==> config.mk <==
export PLATFORM = sky130hd
export DESIGN_NAME = branch_seq_ctrl
export DESIGN_NICKNAME = d
export VERILOG_FILES = /design/src/rtl/cpu_pkg.sv /design/src/rtl/branch_target_add.sv /design/src/rtl/branch_seq_ctrl.sv
export SDC_FILE = /design/constraint.sdc
export NUM_CORES = 1
export LEC_CHECK = 0
export CAP_MARGIN = 15
export CORE_MARGIN = 2
export CORE_UTILIZATION = 50
export CTS_CLUSTER_DIAMETER = 40
export DETAILED_ROUTE_END_ITERATION = 10
export PLACE_DENSITY = 0.85
export SLEW_MARGIN = 0
export SYNTH_ARGS = -nofsm -noshare
export SYNTH_HDL_FRONTEND = slang
export SYNTH_SLANG_ARGS = --single-unit
==> constraint.sdc <==
create_clock -name clk -period 4 [get_ports clk]
set_input_delay 1.2 -clock clk [delete_from_list [all_inputs] [get_ports clk]]
set_output_delay 1.2 -clock clk [all_outputs]
set_load 0.05 [all_outputs]
==> src/rtl/cpu_pkg.sv <==
// Shared definitions for the CPU decode/branch path.
//   - CPU_WIDTH  : default datapath / PC / immediate width
//   - imm_src_t  : ImmSrc encodings understood by the immediate-extension unit
//   - br_state_t : states of the branch sequencing controller
package cpu_pkg;

  localparam int CPU_WIDTH = 48;

  typedef enum logic [1:0] {
    IMM8  = 2'b00,
    IMM12 = 2'b01,
    BR24  = 2'b10
  } imm_src_t;

  typedef enum logic [1:0] {
    IDLE     = 2'b00,
    CALC     = 2'b01,
    REDIRECT = 2'b10,
    FLUSH    = 2'b11
  } br_state_t;

endpackage

==> src/rtl/branch_target_add.sv <==
// Registered three-operand adder used for branch-target generation.
// The sum wraps modulo 2^WIDTH; there is no overflow indication.
// Ports:
//   clk   - system clock
//   rst_n - synchronous active-low reset, clears the held sum
//   load  - capture base + OFFSET + imm on this edge
//   base  - captured PC of the branch
//   imm   - extended immediate (two's complement; wraparound makes
//           signed and unsigned addition identical here)
//   sum   - registered target, held until the next load
module branch_target_add #(
  parameter int WIDTH  = 48,
  parameter int OFFSET = 8
) (
  input  logic             clk,
  input  logic             rst_n,
  input  logic             load,
  input  logic [WIDTH-1:0] base,
  input  logic [WIDTH-1:0] imm,
  output logic [WIDTH-1:0] sum
);

  logic [WIDTH-1:0] sum_p1;

  // Modular add: operands and result share one width, so carries out of
  // the top bit are simply discarded.
  function automatic logic [WIDTH-1:0] wrap_add3(
    input logic [WIDTH-1:0] a,
    input logic [WIDTH-1:0] b,
    input logic [WIDTH-1:0] c
  );
    return a + b + c;
  endfunction

  // Stage p0 -> p1: operands sampled during CALC, target held afterwards
  always_ff @(posedge clk) begin
    if (!rst_n) begin
      sum_p1 <= '0;
    end else if (load) begin
      sum_p1 <= wrap_add3(base, WIDTH'(OFFSET), imm);
    end
  end

  assign sum = sum_p1;

endmodule

==> src/rtl/branch_seq_ctrl.sv <==
// Branch sequencing controller.
// Shares the immediate-extension unit between normal decode and branch
// target generation. A decoded branch stalls decode, forces the BR24
// immediate format for one cycle so the target can be computed, then offers
// the target to fetch over a valid/ready handshake. On acceptance the link
// register is written (for branch-with-link) and the younger pipeline stages
// are flushed for FLUSH_CYCLES cycles.
// Ports:
//   clk, rst_n              - clock, synchronous active-low reset
//   in_valid / in_ready     - decode handshake; decode stalls while in_ready=0
//   is_branch, is_link      - presented instruction is a branch / branch-link
//   cond_pass               - condition result for the presented instruction
//   pc                      - PC of the presented instruction
//   imm_src_req / imm_src   - ImmSrc from main decoder / ImmSrc to extender
//   ext_imm                 - extender output (combinational from imm_src)
//   redirect_valid/_ready   - target handshake towards fetch
//   redirect_pc             - branch target
//   link_we, link_data      - one-cycle link register write
//   flush                   - squash younger pipeline stages
module branch_seq_ctrl
  import cpu_pkg::*;
#(
  parameter int WIDTH        = cpu_pkg::CPU_WIDTH,
  parameter int PC_OFFSET    = 8,
  parameter int LINK_OFFSET  = 4,
  parameter int FLUSH_CYCLES = 2
) (
  input  logic             clk,
  input  logic             rst_n,
  input  logic             in_valid,
  output logic             in_ready,
  input  logic             is_branch,
  input  logic             is_link,
  input  logic             cond_pass,
  input  logic [WIDTH-1:0] pc,
  input  logic [1:0]       imm_src_req,
  output logic [1:0]       imm_src,
  input  logic [WIDTH-1:0] ext_imm,
  output logic             redirect_valid,
  input  logic             redirect_ready,
  output logic [WIDTH-1:0] redirect_pc,
  output logic             link_we,
  output logic [WIDTH-1:0] link_data,
  output logic             flush
);

  localparam int CNT_W = $clog2(FLUSH_CYCLES + 1);

  br_state_t        state_q;
  br_state_t        state_d;
  logic [WIDTH-1:0] pc_q;
  logic             link_q;
  logic             cond_q;
  logic [CNT_W-1:0] flush_cnt_q;
  logic [WIDTH-1:0] target_q;

  logic accept_br;
  logic calc_load;
  logic redirect_fire;
  logic flush_last;

  // A new instruction is only ever taken in IDLE; in every other state
  // decode is stalled and holds whatever it is presenting.
  assign accept_br     = (state_q == IDLE) && in_valid && is_branch;
  assign calc_load     = (state_q == CALC);
  assign redirect_fire = (state_q == REDIRECT) && redirect_ready;
  assign flush_last    = (flush_cnt_q == CNT_W'(1));

  always_comb begin
    state_d = state_q;
    case (state_q)
      IDLE: begin
        if (accept_br) begin
          state_d = CALC;
        end
      end
      CALC: begin
        // Not-taken branches go straight back without touching fetch.
        state_d = cond_q ? REDIRECT : IDLE;
      end
      REDIRECT: begin
        if (redirect_ready) begin
          state_d = FLUSH;
        end
      end
      FLUSH: begin
        if (flush_last) begin
          state_d = IDLE;
        end
      end
      default: state_d = IDLE;
    endcase
  end

  // Stage p0: branch capture, sequencing state and flush counter
  always_ff @(posedge clk) begin
    if (!rst_n) begin
      state_q     <= IDLE;
      pc_q        <= '0;
      link_q      <= 1'b0;
      cond_q      <= 1'b0;
      flush_cnt_q <= '0;
    end else begin
      state_q <= state_d;
      if (accept_br) begin
        pc_q   <= pc;
        link_q <= is_link;
        cond_q <= cond_pass;
      end
      if (redirect_fire) begin
        flush_cnt_q <= CNT_W'(FLUSH_CYCLES);
      end else if (state_q == FLUSH) begin
        flush_cnt_q <= flush_cnt_q - CNT_W'(1);
      end
    end
  end

  // Stage p0 -> p1: target computed while the extender is forced to BR24
  branch_target_add #(
    .WIDTH  (WIDTH),
    .OFFSET (PC_OFFSET)
  ) u_target_add (
    .clk   (clk),
    .rst_n (rst_n),
    .load  (calc_load),
    .base  (pc_q),
    .imm   (ext_imm),
    .sum   (target_q)
  );

  // The extender is borrowed for the branch from CALC until fetch takes the
  // target; decode owns it again during the flush.
  always_comb begin
    in_ready       = 1'b0;
    imm_src        = imm_src_req;
    redirect_valid = 1'b0;
    flush          = 1'b0;
    case (state_q)
      IDLE: begin
        in_ready = 1'b1;
      end
      CALC: begin
        imm_src = BR24;
      end
      REDIRECT: begin
        imm_src        = BR24;
        redirect_valid = 1'b1;
      end
      FLUSH: begin
        flush = 1'b1;
      end
      default: begin
        in_ready = 1'b1;
      end
    endcase
  end

  // target_q only changes on a CALC edge, so it is stable while fetch stalls.
  assign redirect_pc = target_q;

  // Link write is a single strobe on the handshake cycle. The data bus is
  // zeroed otherwise so no stale link value is visible after reset.
  assign link_we   = redirect_fire && link_q;
  assign link_data = redirect_fire ? (pc_q + WIDTH'(LINK_OFFSET)) : '0;

endmodule

==> load_flow_metrics.sql, run 1 <==
INSERT INTO impl_metrics (metric_group, metric, value, unit) VALUES
('timing', 'number_of_pins_exceeding_their_max_slew_limit_in_the_final_report', '0', ''),
('cts', 'clock_sink_total', '102', ''),
('cts', 'htree_num_levels', '3', ''),
('cts', 'tritoncts', 'yes', ''),
('timing', 'hold_viol_final', '0', ''),
('cts', 'cts.reportedPaths.clkPinSlew', '0.07', 'ns'),
('yosys', 'synth.top_cell.area_share', '25.93', '%'),
('critical_path', 'cp_capture_type', 'flip-flop', ''),
('power', 'total_leakage_power', '0.005064', 'uW'),
('grt', 'grt_start_max_net_pins', '51', ''),
('drt', 'detail_route.drc_violations', '0', ''),
('drt', 'via_count_normalized_by_instance_count', '5.911', ''),
('yosys', 'postSynthAreaPerCell', '7.669', 'um2'),
('cts', 'cts_buffers', '9', ''),
('die', 'design.core.area', '15310', 'um2'),
('grt', 'antenna_found_initial', '3', ''),
('cts', 'cts-hold-fix-buffers', '0', ''),
('cts', 'cts-root-to-sink-buffers', '2', ''),
('yosys', 'synth_warnings', '0', ''),
('critical_path', 'critical_path.startpoint_type', 'input pin', ''),
('yosys', 'asyncSetResetFlopFracSynth', '0', '%'),
('timing', 'achievable_frequency', '250.0', 'MHz'),
('grt', 'wire_length_of_the_first_global_routing_pass', '41.75', 'mm'),
('critical_path', 'cp_data_arrival_time', '4.30', 'ns'),
('timing', 'tightestPinTransition', '0.7547', 'ns'),
('status', 'violations', 'negative setup slack', ''),
('timing', 'timing.final.ws_setup', '-0.0002700', 'ns'),
('drt', 'vias', '8979', ''),
('critical_path', 'worstPathRequired', '4.30', 'ns'),
('drt', 'route.antenna.remaining_nets', '0', ''),
('final_layout', 'layout-drive-gt1-share', '19.23', '%'),
('final_layout', 'design.final.nets', '1505', ''),
('timing', 'hold_ws', '0.4584', 'ns'),
('yosys', 'ys.flop_type', 'dfxtp_1', ''),
('die', 'floorplan.die_area', '16770', 'um2'),
('final_layout', 'layout.cells.most_common', 'nand2_1', ''),
('yosys', 'synth.net_count', '1232', ''),
('yosys', 'netlist_top_cells_area', 'dfxtp_1, ha_1, nand2_1, a21oi_1, xor2_1', ''),
('yosys', 'ys_seq_elements', '102', ''),
('grt', 'grt_pass1_vias', '8288', ''),
('die', 'fp-row-count', '45', ''),
('power', 'cellPowerDensity', '296.8', 'nW/um2'),
('cts', 'clkLatencyLatePin', '0.36', 'ns'),
('final_layout', 'layout_common_cells', 'nand2_1, clkdlybuf4s50_1, buf_4', ''),
('die', 'initial_utilization', '51.43', '%'),
('place', 'place.detailed.hpwl', '19.95', 'mm'),
('drt', 'drt-pass1-iter-count', '6', ''),
('critical_path', 'category_of_the_critical_setup_timing_path', 'in -> reg', ''),
('yosys', 'syn_inst', '1027', ''),
('hold_path', 'timing.hold.worst.class', 'reg -> reg', ''),
('place', 'numPortBuffers', '206', ''),
('place', 'routabilityCongestion', '0.9892', ''),
('yosys', 'netlist_area', '7876', 'um2'),
('yosys', 'synth-edff-count', '0', ''),
('timing', 'worst_clock_skew', '0.007576', 'ns'),
('die', 'io_pins', '207', ''),
('status', 'status', 'complete, but fails checks', ''),
('die', 'die_w', '129.5', 'um'),
('place', 'dp_cells', '1489', ''),
('yosys', 'synth_cell_type_count', '61', ''),
('drt', 'dr.first_iter.drc_count', '994', ''),
('grt', 'global_route.usage.total', '31.51', '%'),
('die', 'die_height', '129.5', 'um'),
('power', 'max-vdd-ir-drop', '0.2132', 'mV'),
('timing', 'setup_viol', '1', ''),
('drt', 'detail_route.wirelength', '28.79', 'mm'),
('final_layout', 'area.growth.synth_to_final', '53.17', '%'),
('critical_path', 'crit_fanout', '4', ''),
('place', 'post_placement_setup_slack', '-0.5060', 'ns'),
('grt', 'grt-ovfl-total', '0', ''),
('timing', 'final.period_utilization', '100.0', '%'),
('yosys', 'seq_area_frac_synth', '25.93', '%'),
('drt', 'avgRoutedWirePerCell', '18.95', 'um'),
('timing', 'post-route-min-period', '4.000', 'ns'),
('final_layout', 'fin_cells', '1519', ''),
('flow_run', 'cap_viol_max_count', '0', ''),
('final_layout', 'fill_cells', '1013', ''),
('cts', 'clk_root_buffer_cell', 'clkbuf_16', ''),
('timing', 'relSlewSlack', '49.69', '%'),
('timing', 'setup_repair_after_global_routing_missed_its_margin', 'true', ''),
('yosys', 'cell_type_with_the_highest_aggregate_area_in_the_netlist', 'dfxtp_1', '');
## critical path, cell delays in order
cell             delay [ns]
clkdlybuf4s50_1        0.42
ha_1                   0.34
ha_4                   0.26
a211oi_2               0.26
o211ai_1               0.16
a21o_1                 0.22
a2111o_1               0.51
a21oi_4                0.23
o31ai_4                0.12
nor2b_4                0.17
a311o_1                0.34
nand3_1                0.06
## layout make-up
type                       instances  area (um2)  share of cell area, %
antenna                            3       7.507                0.06223
clock buffer                      10       229.0                  1.898
clock inverter                     6       108.9                 0.9023
inverter                          27       101.3                 0.8401
multi-input combinational        848        5943                  49.26
sequential                       102        2053                  17.02
tap                              211       264.0                  2.188
timing repair buffer             312        3357                  27.83
## stage by stage
| step | setup TNS [ns] | power (uW) | area (um2) | util (%) |
|---|---|---|---|---|
| after floorplan | 0 | 1965 | 7876 | - |
| after global placement | -7.098 | 2432 | 11230 | 73.35 |
| after detailed placement | -8.547 | 2460 | 11230 | 73.35 |
| after CTS | -0.03501 | 3487 | 11710 | 76.45 |
| after global routing | -0.2574 | 3711 | 12060 | 78.77 |
| final | -0.0002700 | 3581 | 12060 | 78.77 |
## cell families after synthesis
family | Yosys count | share of synthesized area (%)
simple gates | 421 | 24.37
flops | 102 | 25.93
buf+inv | 77 | 3.717
compound gates | 230 | 18.76
xor+xnor | 69 | 7.673
mux | 28 | 3.574
fa+ha+maj | 100 | 15.98
## repair_timing
action,CTS,global route
cloned,0,0
pin swaps,16,21
setup endpoints to repair,19,43
buffers inserted,5,6
resized for setup,27,53
## cell usage after synthesis (all sizes together) (2+ instances only)
cell type	number
or3	12
nand2b	3
and2	5
clkbuf	44
nor3	20
inv	27
buf	6
and3	15
a311o	5
nor4	4
and4	5
a21boi	5
o31ai	3
o21a	6
a21oi	105
a2111oi	2
nand3	47
nand3b	3
ha	99
o21ai	29
a31o	2
xnor2	24
mux2i	27
nor2	104
a31oi	5
o31a	2
or2	4
o2111ai	3
o211ai	11
nor2b	11
nand2	163
a211oi	6
a211o	3
dfxtp	102
a21o	33
xor2	45
nand4	22
## state kept, by name (all words and copies together), names as in the netlist, named ones only
name,cells
cond_q,1
state_q,1
link_q,1
u_target_add.sum,48
flush_cnt_q,2
pc_q,48
## where the power goes
group | leakage (uW) | switching [uW] | total (uW) | internal (uW)
combinational | 0.00406 | 781 | 1350 | 569
clock | 0.000167 | 422 | 1040 | 613
sequential | 0.000836 | 88.6 | 1200 | 1110
total | 0.00506 | 1290 | 3580 | 2290
## layer usage
layer	up-vias	share of wire, %	global-route usage (%)
met2	484	47	51.39
met5	-	0	0
li1	4187	-	-
met4	0	5.3	15.62
met1	4182	40	40.82
met3	126	7.8	4.624
## worst paths after layout
check | start | to | slack (ns) | cells past startpoint
worst min register to register | cond_q$_SDFFE_PN0P_ | cond_q$_SDFFE_PN0P_ | 0.46 | 2
worst max-delay path | ext_imm[15] | u_target_add.sum[40]$_SDFFE_PN0N_ | -0.0003 | 12
worst max register to register | pc_q[2]$_SDFFE_PN0P_ | u_target_add.sum[40]$_SDFFE_PN0N_ | 0.74 | 11
worst min-delay path | cond_q$_SDFFE_PN0P_ | cond_q$_SDFFE_PN0P_ | 0.46 | 2
(Power assumes the default switching activity.)
==> inputs of run 2 (changes only) <==
--- a/config.mk
+++ b/config.mk
@@ -11,6 +11,7 @@
 export CTS_CLUSTER_DIAMETER = 40
 export DETAILED_ROUTE_END_ITERATION = 10
 export PLACE_DENSITY = 0.85
+export RECOVER_POWER = 100
 export SLEW_MARGIN = 0
 export SYNTH_ARGS = -nofsm -noshare
 export SYNTH_HDL_FRONTEND = slang
==> run 2 against run 1 <==
  * The flow now finishes without violations
  * Total power fell by 0.75%
  * Combinational power barely moved
  * Clock power about the same
  * Core utilization fell by 0.54 points
  * Final cell count is the same
  * Critical path depth stayed put
  * Register-to-register slack barely moved
  * Wire length rose by 0.23%
  * Largest cell class unchanged
==> load_flow_metrics.sql, run 2 (synthesis gave the netlist of run 1 again) <==
INSERT INTO impl_metrics (metric_group, metric, value, unit) VALUES
('status', 'status', 'finished clean', ''),
('cts', 'cts.reportedPaths.clkPinSlew', '0.07', 'ns'),
('grt', 'wire_length_of_the_first_global_routing_pass', '41.75', 'mm'),
('place', 'place.detailed.hpwl', '19.95', 'mm'),
('drt', 'detail_route.drc_violations', '0', ''),
('power', 'cell_internal_pwr', '2264', 'uW'),
('final_layout', 'fill_cells', '1028', ''),
('critical_path', 'cp_capture_type', 'flip-flop', ''),
('die', 'die_w', '129.5', 'um'),
('power', 'max-vdd-ir-drop', '0.2098', 'mV'),
('final_layout', 'seqCellArea', '2053', 'um2'),
('timing', 'achievable_frequency', '250.5', 'MHz'),
('power', 'net-switching-power', '1290', 'uW'),
('final_layout', 'layout_common_cells', 'nand2_1, buf_4, clkdlybuf4s50_1', ''),
('grt', 'antenna_found_initial', '3', ''),
('power', 'power.share.switching', '36.30', '%'),
('power', 'power_frac_clock', '29.1', '%'),
('grt', 'grt-ovfl-total', '0', ''),
('drt', 'via_count_normalized_by_instance_count', '5.927', ''),
('critical_path', 'critical_path.startpoint_type', 'input pin', ''),
('place', 'routabilityCongestion', '0.9892', ''),
('drt', 'dr.first_iter.drc_count', '1005', ''),
('flow_run', 'cap_viol_max_count', '0', ''),
('die', 'fp-row-count', '45', ''),
('timing', 'number_of_pins_exceeding_their_max_slew_limit_in_the_final_report', '0', ''),
('cts', 'clkLatencyLatePin', '0.36', 'ns'),
('grt', 'grt_start_max_net_pins', '51', ''),
('cts', 'clk_root_buffer_cell', 'clkbuf_16', ''),
('timing', 'worst_clock_skew', '0.007833', 'ns'),
('die', 'die_height', '129.5', 'um'),
('die', 'design.core.area', '15310', 'um2'),
('power', 'cellPowerDensity', '296.6', 'nW/um2'),
('timing', 'post-route-min-period', '3.993', 'ns'),
('final_layout', 'area.growth.synth_to_final', '52.12', '%'),
('final_layout', 'layout-drive-gt1-share', '18.54', '%'),
('critical_path', 'crit_fanout', '4', ''),
('critical_path', 'cp_data_arrival_time', '4.30', 'ns'),
('place', 'post_dp_cell_area', '11230', 'um2'),
('drt', 'detail_route.wirelength', '28.86', 'mm'),
('timing', 'setup_repair_after_global_routing_missed_its_margin', 'true', ''),
('drt', 'drt-pass1-iter-count', '7', ''),
('grt', 'global_route.usage.total', '31.51', '%'),
('cts', 'cts_buffers', '9', ''),
('place', 'numPortBuffers', '206', ''),
('timing', 'setup_viol', '0', ''),
('die', 'io_pins', '207', ''),
('power', 'sequential_share_of_power', '33.6', '%'),
('timing', 'tightestPinTransition', '1.395', 'ns'),
('cts', 'cts-hold-fix-buffers', '0', ''),
('final_layout', 'post-route-util', '78.24', '%'),
('drt', 'vias', '9003', ''),
('timing', 'relSlewSlack', '6.987', '%'),
('die', 'initial_utilization', '51.43', '%'),
('final_layout', 'layout.cells.most_common', 'nand2_1', ''),
('grt', 'grt_pass1_vias', '8288', ''),
('hold_path', 'timing.hold.worst.class', 'reg -> reg', ''),
('critical_path', 'worstPathRequired', '4.30', 'ns'),
('cts', 'clock_sink_total', '102', ''),
('power', 'power_frac_comb', '37.3', '%'),
('timing', 'hold_ws', '0.4585', 'ns'),
('timing', 'final.period_utilization', '99.81', '%'),
('drt', 'avgRoutedWirePerCell', '19.00', 'um'),
('critical_path', 'category_of_the_critical_setup_timing_path', 'in -> reg', ''),
('timing', 'hold_viol_final', '0', ''),
('drt', 'route.antenna.remaining_nets', '0', ''),
('power', 'total_leakage_power', '0.005169', 'uW'),
('die', 'floorplan.die_area', '16770', 'um2'),
('cts', 'cts-root-to-sink-buffers', '2', ''),
('final_layout', 'design.final.nets', '1505', ''),
('cts', 'htree_num_levels', '3', ''),
('cts', 'tritoncts', 'yes', ''),
('final_layout', 'layout.cell_area.non_filler', '11980', 'um2'),
('final_layout', 'multi_input_comb_area', '5943', 'um2');
==> run 2: changes by cell type in the layout (fill, tap and decap cells not counted), sizes merged <==
cell	change
buf	-9
clkbuf	+9
clkdlybuf4s50	-52
dlygate4sd3	+52
==> run 2: area by class of cell <==
cell class,instances,area share [%]
multi-input combinational,848,49.60
timing repair buffer,312,27.33
sequential,102,17.14
tap,211,2.203
clock buffer,10,1.911
clock inverter,6,0.9085
inverter,27,0.8459
antenna,3,0.06266
==> run 2: worst paths after layout <==
check                       start                           endpoint  slack [ns]  cells past startpoint
min reg2reg   cond_q$_SDFFE_PN0P_                cond_q$_SDFFE_PN0P_        0.46                      2
max                   ext_imm[15]  u_target_add.sum[40]$_SDFFE_PN0N_       0.007                     12
min           cond_q$_SDFFE_PN0P_                cond_q$_SDFFE_PN0P_        0.46                      2
max reg2reg  pc_q[2]$_SDFFE_PN0P_  u_target_add.sum[40]$_SDFFE_PN0N_        0.75                     11
==> run 2: worst max-delay path, stage by stage <==
cell and delay, ns:
clkdlybuf4s50_1 0.42, ha_1 0.34, ha_4 0.26, a211oi_2 0.26
o211ai_1 0.16, a21o_1 0.22, a2111o_1 0.51, a21oi_4 0.23
o31ai_4 0.12, nor2b_4 0.17, a311o_1 0.34, nand3_1 0.06
==> run 2: repair_timing <==
action / in CTS / in global routing
setup buffers: 5 / 6
cloned: 0 / 0
hold endpoints to repair: 0 / 0
setup endpoints to repair: 19 / 43
pin swaps: 16 / 21
gates resized for setup: 27 / 53
==> run 2: stage by stage <==
step	setup TNS (ns)	instances	power, uW	worst slack, ns
2_1_floorplan	0	1027	1965	0.2413
3_3_place_gp	-7.098	1489	2432	-0.4133
3_5_place_dp	-8.547	1489	2460	-0.5060
4_1_cts	-0.03501	1510	3487	-0.03501
5_1_grt	-0.3027	1519	3683	-0.09915
6_report	0	1519	3554	0.007442
==> run 2: layer usage <==
layer | GRT usage [%] | wire (um) | vias up | part of all wire (%)
met5 | 0 | 0 | - | 0
met3 | 4.624 | 2380 | 118 | 8.2
met4 | 15.62 | 1452 | 0 | 5.0
met1 | 40.82 | 11270 | 4174 | 39
met2 | 51.39 | 13750 | 525 | 48
li1 | - | - | 4186 | -
==> run 2: power by group through the flow <==
stage | logic, uW | clock network [uW] | registers [uW]
after CTS | 1270 | 1020 | 1190
after global routing | 1410 | 1070 | 1200
after floorplan | 564 | 0 | 1400
final | 1330 | 1040 | 1190
after global placement | 1230 | 0 | 1210
after detailed placement | 1250 | 0 | 1210
